==> config.mk <==
export PLATFORM = sky130hd
export DESIGN_NAME = serial_lane_scheduler_flat
export DESIGN_NICKNAME = d
export VERILOG_FILES = /design/src/rtl/serdes_pkg.sv /design/src/rtl/serial_lane_scheduler_if.sv /design/src/rtl/rr_arbiter.sv /design/src/rtl/serial_lane_scheduler.sv /design/src/flat_wrapper.sv
export SDC_FILE = /design/constraint.sdc
export NUM_CORES = 1
export LEC_CHECK = 0
export ABC_AREA = 1
export ABC_CLOCK_PERIOD_IN_PS = 6000
export CORE_MARGIN = 2
export CORE_UTILIZATION = 50
export DETAILED_ROUTE_END_ITERATION = 10
export GPL_TIMING_DRIVEN = 0
export HOLD_SLACK_MARGIN = 0.15
export PLACE_DENSITY = 0.95
export SLEW_MARGIN = 20
export SYNTH_ARGS = -nofsm -noshare
export SYNTH_HDL_FRONTEND = slang
export SYNTH_SLANG_ARGS = --single-unit
export TNS_END_PERCENT = 1
==> constraint.sdc <==
create_clock -name clk -period 6 [get_ports clk]
set_clock_uncertainty 0.05 [all_clocks]
set_input_delay 1.2 -clock clk [delete_from_list [all_inputs] [get_ports clk]]
set_output_delay 1.2 -clock clk [all_outputs]
set_load 0.02 [all_outputs]
==> src/rtl/serdes_pkg.sv <==
// Shared constants and state encoding for the serial lane scheduler.
package serdes_pkg;

   localparam int BYTE_BITS = 8;
   localparam logic [7:0] IDLE_BYTE = 8'hBC;

   typedef enum logic [1:0] {
      ST_INIT  = 2'd0,
      ST_RUN   = 2'd1,
      ST_PAUSE = 2'd2
   } state_t;

   // Index width that stays legal for a count of 1.
   function automatic int lane_w(input int n);
      return (n > 1) ? $clog2(n) : 1;
   endfunction

endpackage

==> src/rtl/serial_lane_scheduler_if.sv <==
// Lane request bus and serializer-facing outputs of the serial lane scheduler.
interface serial_lane_scheduler_if
   import serdes_pkg::*;
#(
   parameter int N_LANES = 4
);
   localparam int LW = lane_w(N_LANES);

   // Handshake: lane i transfers req_data[8i+7:8i] in the cycle where
   // req_valid[i] & req_ready[i]; req_ready is a one-hot pulse that only
   // occurs in the byte-boundary cycle, and valid may drop with no penalty.
   logic [N_LANES-1:0]   req_valid;
   logic [8*N_LANES-1:0] req_data;
   logic [N_LANES-1:0]   req_ready;
   logic [BYTE_BITS-1:0] ser_data;
   logic                 ser_enb;
   logic                 ser_load;
   logic [2:0]           bit_cnt;
   logic [LW-1:0]        lane_id;
   logic                 link_up;

   modport master (
      output req_valid, req_data,
      input  req_ready, ser_data, ser_enb, ser_load, bit_cnt, lane_id, link_up
   );

   modport slave (
      input  req_valid, req_data,
      output req_ready, ser_data, ser_enb, ser_load, bit_cnt, lane_id, link_up
   );

endinterface

==> src/rtl/rr_arbiter.sv <==
// Round-robin lane picker: combinational grant searched from last_grant+1,
// pointer moves to the winner only when the top reports a completed handshake.
module rr_arbiter
   import serdes_pkg::lane_w;
#(
   parameter int N_LANES = 4,
   localparam int LW = lane_w(N_LANES)
) (
   input  logic               clk,
   input  logic               reset_L,
   input  logic [N_LANES-1:0] req_valid_i,
   input  logic               advance_i,
   output logic [N_LANES-1:0] grant_o,
   output logic [LW-1:0]      grant_idx_o,
   output logic               grant_any_o
);

   logic [LW-1:0] last_grant_q;

   always_comb begin
      int idx;
      logic [LW-1:0] sel;
      grant_o     = '0;
      grant_idx_o = '0;
      grant_any_o = 1'b0;
      idx         = 0;
      sel         = '0;
      for (int k = 1; k <= N_LANES; k++) begin
         idx = (int'(last_grant_q) + k) % N_LANES;
         sel = LW'(idx);
         if (!grant_any_o && req_valid_i[sel]) begin
            grant_any_o  = 1'b1;
            grant_o[sel] = 1'b1;
            grant_idx_o  = sel;
         end
      end
   end

   // Reset value points at the last lane so lane 0 is searched first.
   always_ff @(posedge clk or negedge reset_L) begin
      if (!reset_L) begin
         last_grant_q <= LW'(N_LANES - 1);
      end else if (advance_i) begin
         last_grant_q <= grant_idx_o;
      end
   end

endmodule

==> src/rtl/serial_lane_scheduler.sv <==
// Shares one 8-bit serializer among N_LANES byte sources: comma preamble after
// reset, then one round-robin pick per byte boundary, idle bytes when nothing to send.
module serial_lane_scheduler
   import serdes_pkg::state_t, serdes_pkg::ST_INIT, serdes_pkg::ST_RUN,
          serdes_pkg::ST_PAUSE, serdes_pkg::BYTE_BITS, serdes_pkg::lane_w;
#(
   parameter int         N_LANES    = 4,
   parameter int         SYNC_BYTES = 4,
   parameter logic [7:0] IDLE_BYTE  = serdes_pkg::IDLE_BYTE
) (
   input  logic                    clk,
   input  logic                    reset_L,
   input  logic                    en,
   serial_lane_scheduler_if.slave  bus,
   output state_t                  state_o
);

   localparam int LW = lane_w(N_LANES);
   localparam int SW = lane_w(SYNC_BYTES);
   localparam int CW = $clog2(BYTE_BITS);

   state_t               state_q, state_d;
   logic [CW-1:0]        bit_cnt_q;
   logic [SW-1:0]        sync_cnt_q, sync_cnt_d;
   logic [BYTE_BITS-1:0] ser_data_q, ser_data_d;
   logic                 ser_enb_q, ser_enb_d;
   logic [LW-1:0]        lane_id_q, lane_id_d;

   logic [N_LANES-1:0]   grant;
   logic [LW-1:0]        grant_idx;
   logic                 grant_any;
   logic                 boundary;
   logic                 sync_last;
   logic                 arb_en;
   logic                 handshake;

   assign boundary  = (bit_cnt_q == CW'(BYTE_BITS - 1));
   assign sync_last = (sync_cnt_q == SW'(SYNC_BYTES - 1));
   // The last preamble boundary already arbitrates, so the first data byte
   // follows the comma sequence with no gap.
   assign arb_en    = boundary & en & ((state_q != ST_INIT) | sync_last);
   assign handshake = arb_en & grant_any;

   rr_arbiter #(.N_LANES(N_LANES)) u_arb (
      .clk         (clk),
      .reset_L     (reset_L),
      .req_valid_i (bus.req_valid),
      .advance_i   (handshake),
      .grant_o     (grant),
      .grant_idx_o (grant_idx),
      .grant_any_o (grant_any)
   );

   always_comb begin
      state_d    = state_q;
      sync_cnt_d = sync_cnt_q;
      ser_data_d = ser_data_q;
      ser_enb_d  = ser_enb_q;
      lane_id_d  = lane_id_q;
      if (boundary) begin
         if ((state_q != ST_INIT) || sync_last) begin
            state_d = en ? ST_RUN : ST_PAUSE;
         end else begin
            sync_cnt_d = sync_cnt_q + 1'b1;
         end
         if (handshake) begin
            ser_data_d = bus.req_data[{grant_idx, 3'b000} +: BYTE_BITS];
            ser_enb_d  = 1'b1;
            lane_id_d  = grant_idx;
         end else begin
            ser_data_d = IDLE_BYTE;
            ser_enb_d  = 1'b0;
         end
      end
   end

   always_ff @(posedge clk or negedge reset_L) begin
      if (!reset_L) begin
         state_q    <= ST_INIT;
         bit_cnt_q  <= '0;
         sync_cnt_q <= '0;
         ser_data_q <= IDLE_BYTE;
         ser_enb_q  <= 1'b0;
         lane_id_q  <= '0;
      end else begin
         state_q    <= state_d;
         bit_cnt_q  <= bit_cnt_q + 1'b1;
         sync_cnt_q <= sync_cnt_d;
         ser_data_q <= ser_data_d;
         ser_enb_q  <= ser_enb_d;
         lane_id_q  <= lane_id_d;
      end
   end

   assign bus.req_ready = arb_en ? grant : '0;
   assign bus.ser_data  = ser_data_q;
   assign bus.ser_enb   = ser_enb_q;
   assign bus.ser_load  = (bit_cnt_q == '0);
   assign bus.bit_cnt   = bit_cnt_q;
   assign bus.lane_id   = lane_id_q;
   assign bus.link_up   = (state_q != ST_INIT);
   assign state_o       = state_q;

endmodule

==> src/flat_wrapper.sv <==
// flat-port wrapper written by rule: the top's interface ports become plain ports
module serial_lane_scheduler_flat import serdes_pkg::state_t, serdes_pkg::ST_INIT, serdes_pkg::ST_RUN,
          serdes_pkg::ST_PAUSE, serdes_pkg::BYTE_BITS, serdes_pkg::lane_w;
#(
   parameter int         N_LANES    = 4,
   parameter int         SYNC_BYTES = 4,
   parameter logic [7:0] IDLE_BYTE  = serdes_pkg::IDLE_BYTE
)
  (clk, reset_L, en, state_o, bus_req_valid, bus_req_data, bus_req_ready, bus_ser_data, bus_ser_enb, bus_ser_load, bus_bit_cnt, bus_lane_id, bus_link_up);
  serial_lane_scheduler_if #(.N_LANES(N_LANES)) bus_i ();
  input  logic clk;
  input  logic reset_L;
  input  logic en;
  output state_t state_o;
  input wire logic [$bits(bus_i.req_valid)-1:0] bus_req_valid;
  input wire logic [$bits(bus_i.req_data)-1:0] bus_req_data;
  output wire logic [$bits(bus_i.req_ready)-1:0] bus_req_ready;
  output wire logic [$bits(bus_i.ser_data)-1:0] bus_ser_data;
  output wire logic [$bits(bus_i.ser_enb)-1:0] bus_ser_enb;
  output wire logic [$bits(bus_i.ser_load)-1:0] bus_ser_load;
  output wire logic [$bits(bus_i.bit_cnt)-1:0] bus_bit_cnt;
  output wire logic [$bits(bus_i.lane_id)-1:0] bus_lane_id;
  output wire logic [$bits(bus_i.link_up)-1:0] bus_link_up;
  assign bus_i.req_valid = bus_req_valid;
  assign bus_i.req_data = bus_req_data;
  assign bus_req_ready = bus_i.req_ready;
  assign bus_ser_data = bus_i.ser_data;
  assign bus_ser_enb = bus_i.ser_enb;
  assign bus_ser_load = bus_i.ser_load;
  assign bus_bit_cnt = bus_i.bit_cnt;
  assign bus_lane_id = bus_i.lane_id;
  assign bus_link_up = bus_i.link_up;
  serial_lane_scheduler #(.N_LANES(N_LANES), .SYNC_BYTES(SYNC_BYTES), .IDLE_BYTE(IDLE_BYTE)) u_core (.clk(clk), .reset_L(reset_L), .en(en), .bus(bus_i), .state_o(state_o));
endmodule
# Yosys cells after proc, flatten, opt, wreduce, memory -nomap -nowiden
# Cells that the tools add are included.
dict set report totals {
  inputBits 39
  register_bits 20
  output_inout_bits 22
  wordCells 80
}
dict set report classes {
  order_cmp 8
  mux 32
  n_reduce_logical 16
  bitwise_logic 8
  addsub 6
  n_eq_ne 2
  shifts 1
}
# op n
set op_table {}
lappend op_table {{32-bit by 6-bit variable part select with 8-bit output} 1}
lappend op_table {{4-bit two-way mux} 5}
lappend op_table {{1-bit two-way mux} 13}
lappend op_table {{2-bit by 3-bit less-than comparator with 1-bit output, second input constant} 4}
lappend op_table {{4-bit OR} 3}
lappend op_table {{2-bit two-way mux} 5}
lappend op_table {{1-bit binary-select mux with 2-bit select} 4}
lappend op_table {{1-bit demux with 2-bit select} 4}
lappend op_table {{2-bit by 1-bit >= comparator with 1-bit output, second input constant} 4}
lappend op_table {{8-bit two-way mux} 1}
lappend op_table {{1-bit logical AND} 7}
lappend op_table {{2-bit by 1-bit adder with 2-bit output, second input constant} 3}
lappend op_table {{2-bit AND reduction} 3}
lappend op_table {{2-bit adder, second input constant} 2}
lappend op_table {{3-bit by 1-bit adder with 3-bit output, second input constant} 1}
lappend op_table {{1-bit bitwise AND} 3}
lappend op_table {{3-bit equality test, second input constant} 1}
lappend op_table {{1-bit logical NOT} 3}
lappend op_table {{3-bit logical NOT} 1}
lappend op_table {{2-bit equality test, second input constant} 1}
lappend op_table {{2-bit nonzero test} 1}
lappend op_table {{1-bit logical OR} 1}
lappend op_table {{1-bit inverter} 1}
lappend op_table {{1-bit OR} 1}

# Longest topological paths before layout
dict set report depth {
  depth_word 15
  ltp_mapped 17
}

# By module
# A second synthesis with hierarchy kept.
dict set report hier_totals {
  hier_cells 243
  hier_area_um2 1804.2
}
# mod cells_per_inst n_inst area_each_um2
set by_module_without_submodules {}
lappend by_module_without_submodules {serial_lane_scheduler 155 1 1201.2}
lappend by_module_without_submodules {rr_arbiter 88 1 603.1}

# Worst setup path after synthesis
# Ideal clock, no wire load.
dict set report synth_path {
  kind {register to output}
  from {reg u_core.u_arb.last_grant_q[0]}
  to {out bus_req_ready[3]}
  stages_incl_launch_ff 15
  n_path_buf 2
  arrival_time_ps 2296
  required_ps 4750
  setup_slack_ps 2454
  cell_sequence {dfstp_2 -> buf_6 -> inv_4 -> buf_8 -> ha_1 -> inv_1 -> nand2_1 -> nand2_4 -> inv_4 -> nand3_1 -> inv_1 -> nand2_1 -> o221ai_1 -> nand2_1 -> inv_1}
}
dict set report synth_via {
  elab_chain_cells 14
  word_cells_on_any_way 49
  cone_classes {add/sub (4); order compare (8); mux (24); bitwise (3); reduce/logical (10)}
}
# item line
set synth_rtl {}
lappend synth_rtl {{from (decl)} rr_arbiter.sv:18} ;# logic [LW-1:0] last_grant_q;
lappend synth_rtl {{from (signal assigned)} rr_arbiter.sv:42} ;# last_grant_q <= LW'(N_LANES - 1);
lappend synth_rtl {{from (signal assigned)} rr_arbiter.sv:44} ;# last_grant_q <= grant_idx_o;
lappend synth_rtl {{parallel branches: the longest is 12 deep, another holds 2-bit by 3-bit less-than comparator with 1-bit output} --}
lappend synth_rtl {{4-bit two-way mux *} rr_arbiter.sv:31} ;# if (!grant_any_o && req_valid_i[sel]) begin
lappend synth_rtl {{4-bit two-way mux *} serial_lane_scheduler.sv:95} ;# assign bus.req_ready = arb_en ? grant : '0;
lappend synth_rtl {{to (decl)} flat_wrapper.sv:17} ;# output wire logic [$bits(bus_i.req_ready)-1:0] bus_req_ready;
# Mark *: on every way between the ends. The select of a mux whose other input is x is not followed.

# Worst setup path after layout
dict set report layout_path {
  from {in bus_req_valid[2]}
  to {out bus_req_ready[3]}
}
dict set report layout_via {
  elab_chain_cells 13
  word_cells_on_any_way 25
  cone_classes {mux (16); bitwise (3); reduce/logical (6)}
}
# item line
set layout_rtl {}
lappend layout_rtl {{from (decl)} flat_wrapper.sv:15} ;# input wire logic [$bits(bus_i.req_valid)-1:0] bus_req_valid;
lappend layout_rtl {{1-bit binary-select mux with 2-bit select} rr_arbiter.sv:31}
lappend layout_rtl {{1-bit two-way mux (not written as such)} rr_arbiter.sv:31}
lappend layout_rtl {{1-bit two-way mux} rr_arbiter.sv:31}
lappend layout_rtl {{1-bit logical NOT} rr_arbiter.sv:31}
lappend layout_rtl {{1-bit logical AND} rr_arbiter.sv:31}
lappend layout_rtl {{1-bit two-way mux} rr_arbiter.sv:31}
lappend layout_rtl {{1-bit logical NOT} rr_arbiter.sv:31}
lappend layout_rtl {{1-bit logical AND} rr_arbiter.sv:31}
lappend layout_rtl {{1-bit two-way mux} rr_arbiter.sv:31}
lappend layout_rtl {{1-bit logical NOT} rr_arbiter.sv:31}
lappend layout_rtl {{1-bit logical AND} rr_arbiter.sv:31}
lappend layout_rtl {{4-bit two-way mux *} rr_arbiter.sv:31}
lappend layout_rtl {{4-bit two-way mux *} serial_lane_scheduler.sv:95}
# Mark *: on every way between the ends. The rest lies on a longest branch, timed or not. The select of a mux whose other input is x is not followed.

==> results.json <==
{
  "grt_busiest_layer": "met2",
  "core_sq_um": 3390,
  "cts_resized": 0,
  "fin_cells": 363,
  "layout_commonest_cell": "nand2_1",
  "io_pins": 61,
  "reg2reg_from": "u_core.u_arb.last_grant_q[0]",
  "synth.distinct_cells": 31,
  "syn_nets": 304,
  "cts_made_buffers": 3,
  "period_share_pct": 78.67,
  "grt_pass1_vias": 1814,
  "postCtsSetupRepairBufs": 0,
  "antenna_cells": 0,
  "syn2layout_area_growth_pct": 38.07,
  "vdd_drop_max_uv": 428.7,
  "drt_first_pass_iters": 4,
  "cp_max_fo": 7,
  "hold_start": "u_core.bus.bit_cnt[0]",
  "synthDominantCellAreaShare_pct": 18.09,
  "rsz0062_at_grt": "no",
  "detail-route-antenna-nets": 0,
  "place.gp.congestion": 0.8069,
  "synth_edf_count": 0,
  "critPathLaunchType": "input pin",
  "fillCellCount": 254,
  "drt_iter0_markers": 85,
  "ys_ff_latch": 20,
  "hold_viol_final": 0,
  "ys_warn_count": 0,
  "async_flop_share_pct": 100.0,
  "r2r-end": "u_core.bus.ser_data[0]",
  "cts_tree": "yes",
  "wl_per_cell_um": 12.23,
  "critical_path_class": "input pin to primary output",
  "clk_latency_ns": 0.30,
  "vias_per_cell": 5.074,
  "max-cap-violations": 0,
  "grt_max_degree": 21,
  "met1_usage_pct": 25.81,
  "cts_buffer_depth": 2,
  "final_cell_mix": "nand2_1, clkdlybuf4s50_1, inv_1, nand3_1, dfrtp_1",
  "grt_remaining_overflow": 0,
  "crit_path_end_kind": "primary output",
  "die_y_um": 63.97,
  "leakagePower_nw": 1.283,
  "met3_usage_pct": 4.754,
  "clk_pin_slew_ns": 0.10,
  "power.density_nw_per_um2": 524.3,
  "syn_area_sq_um": 1798,
  "yosysTopAreaCell": "dfrtp_1",
  "cp-startpoint": "bus_req_valid[2]",
  "finalWirelength_mm": 4.438,
  "dp_hpwl_mm": 3.521,
  "fmax_mhz": 211.9,
  "hold_buffers": 0,
  "cp.required_ns": 4.75,
  "syn_area_per_cell_sq_um": 7.107,
  "slew_violations": 0,
  "yosysSeqAreaShare_pct": 28.32,
  "drive_gt1_share_pct": 14.20,
  "reg2reg_depth": 16,
  "num_vias": 1842,
  "period_minus_slack_ns": 4.720,
  "port_buffers": 60,
  "worst_ep_arrival_time_ns": 3.47,
  "max_slew_margin_pct": 43.58,
  "start_util_pct": 53.05,
  "grt_usage_pct": 22.91,
  "layout.nets": 369,
  "status": "finished clean",
  "antenna_found_initial": 0,
  "yosys-top-cells-area": "dfrtp_1, nand2_1, dfstp_2",
  "grtUsageMet2_pct": 42.32,
  "ys.flop_type": "dfrtp_1",
  "hold_class": "flip-flop to flip-flop",
  "grt_pass1_wl_mm": 7.548,
  "rows": 21,
  "worstMarginPinSlew_ns": 0.8436,
  "cts_root_buf": "clkbuf_4",
  "setup_viol": 0,
  "clock-sinks": 20,
  "placed_cells": 359,
  "drc": 0,
  "reg2reg_slack_ns": 3.18,
  "dieArea_sq_um": 4092,
  "cp-endpoint": "bus_req_ready[3]",
  "syn_inst": 253,
  "cts_max_level": 1,
  "die_w_um": 63.97,
  "finalSetupTns_ns": 0
}
==> registers in the layout (all words and copies together) (netlist names) <==
name	cells
u_core.bus.bit_cnt	3
u_core.state_o	2
u_core.bus.lane_id	2
u_core.sync_cnt_q	2
u_core.bus.ser_enb	1
u_core.u_arb.last_grant_q	2
u_core.bus.ser_data	8
==> critical path, stage by stage <==
cell and delay [ns]:
clkdlybuf4s50_1 0.48, inv_1 0.10, nand2_1 0.10, nand3_4 0.11, nand2_4 0.10, inv_4 0.10, nand3_1 0.19, inv_1 0.16
nand2_1 0.08, o221ai_1 0.15, nand2_1 0.07, inv_1 0.05, clkdlybuf4s50_1 0.58
==> synthesized netlist by cell type (3+ instances only) <==
cell,number
nand2_1,78
nand4_1,9
o21ai_0,4
inv_1,46
dfstp_2,7
nor2_1,9
nand2_2,5
nand2_4,5
nand3_1,33
ha_1,12
dfrtp_1,13
nand3_2,3
or2_2,5
==> where the power goes <==
group	internal, mW	total (mW)	leakage, nW	switching, mW
clock	0.0259	0.0649	0.0150	0.0390
combinational	0.379	1.01	1.03	0.636
sequential	0.188	0.222	0.236	0.0340
==> layout make-up <==
class,instances,area (sq um),share of cell area (%)
Tap cell,46,57.56,2.319
Multi-Input combinational cell,180,1057,42.59
Inverter,49,188.9,7.611
Sequential cell,20,509.2,20.51
Buffer,4,42.54,1.714
Timing Repair Buffer,60,600.6,24.19
Clock buffer,4,26.28,1.058
==> stage by stage <==
stage / power (mW) / hold WS [ns] / utilization, % / worst slack, ns / cell area [sq um]
5_1_grt: 1.415 / 0.4471 / 73.24 / 1.100 / 2482
3_3_place_gp: 1.196 / 0.4093 / 72.46 / 1.346 / 2456
3_5_place_dp: 1.230 / 0.4160 / 72.46 / 1.309 / 2456
6_report: 1.301 / 0.4252 / 73.24 / 1.280 / 2482
2_1_floorplan: 0.9878 / 0.4024 / - / 2.454 / 1798
4_1_cts: 1.296 / 0.4297 / 73.24 / 1.305 / 2482
==> cells by family (layout without fill, tap and decap cells) <==
logic type               Yosys count  in the layout  share of synthesized area (%)
AO/OA/AOI/OAI                     15             15                          7.099
XOR/XNOR                           1              1                         0.4872
flip-flops                        20             20                          28.32
adder cells (fa/ha/maj)           12             12                          8.351
AND/OR/NAND/NOR                  151            151                          42.24
buffers and inverters             53            117                          12.87
multiplexers                       1              1                         0.6263
==> worst min-delay path by stage <==
stage	end	slack (ns)	cells past startpoint
after floorplan	u_core.sync_cnt_q[0]	0.40	1
after global placement	u_core.bus.bit_cnt[0]	0.41	1
after detailed placement	u_core.bus.bit_cnt[0]	0.42	1
after CTS	u_core.bus.bit_cnt[0]	0.43	1
after global routing	u_core.bus.bit_cnt[0]	0.45	1
final	u_core.bus.bit_cnt[0]	0.43	1
==> per-layer routing <==
metal | vias up | routed length, um | part of all wire (%)
met5 | - | 0 | 0
met4 | 0 | 93 | 2.1
met3 | 10 | 292 | 6.6
met2 | 76 | 2292 | 52
met1 | 831 | 1759 | 40
li1 | 925 | - | -
No activity file was read; power rests on OpenSTA's default activity.
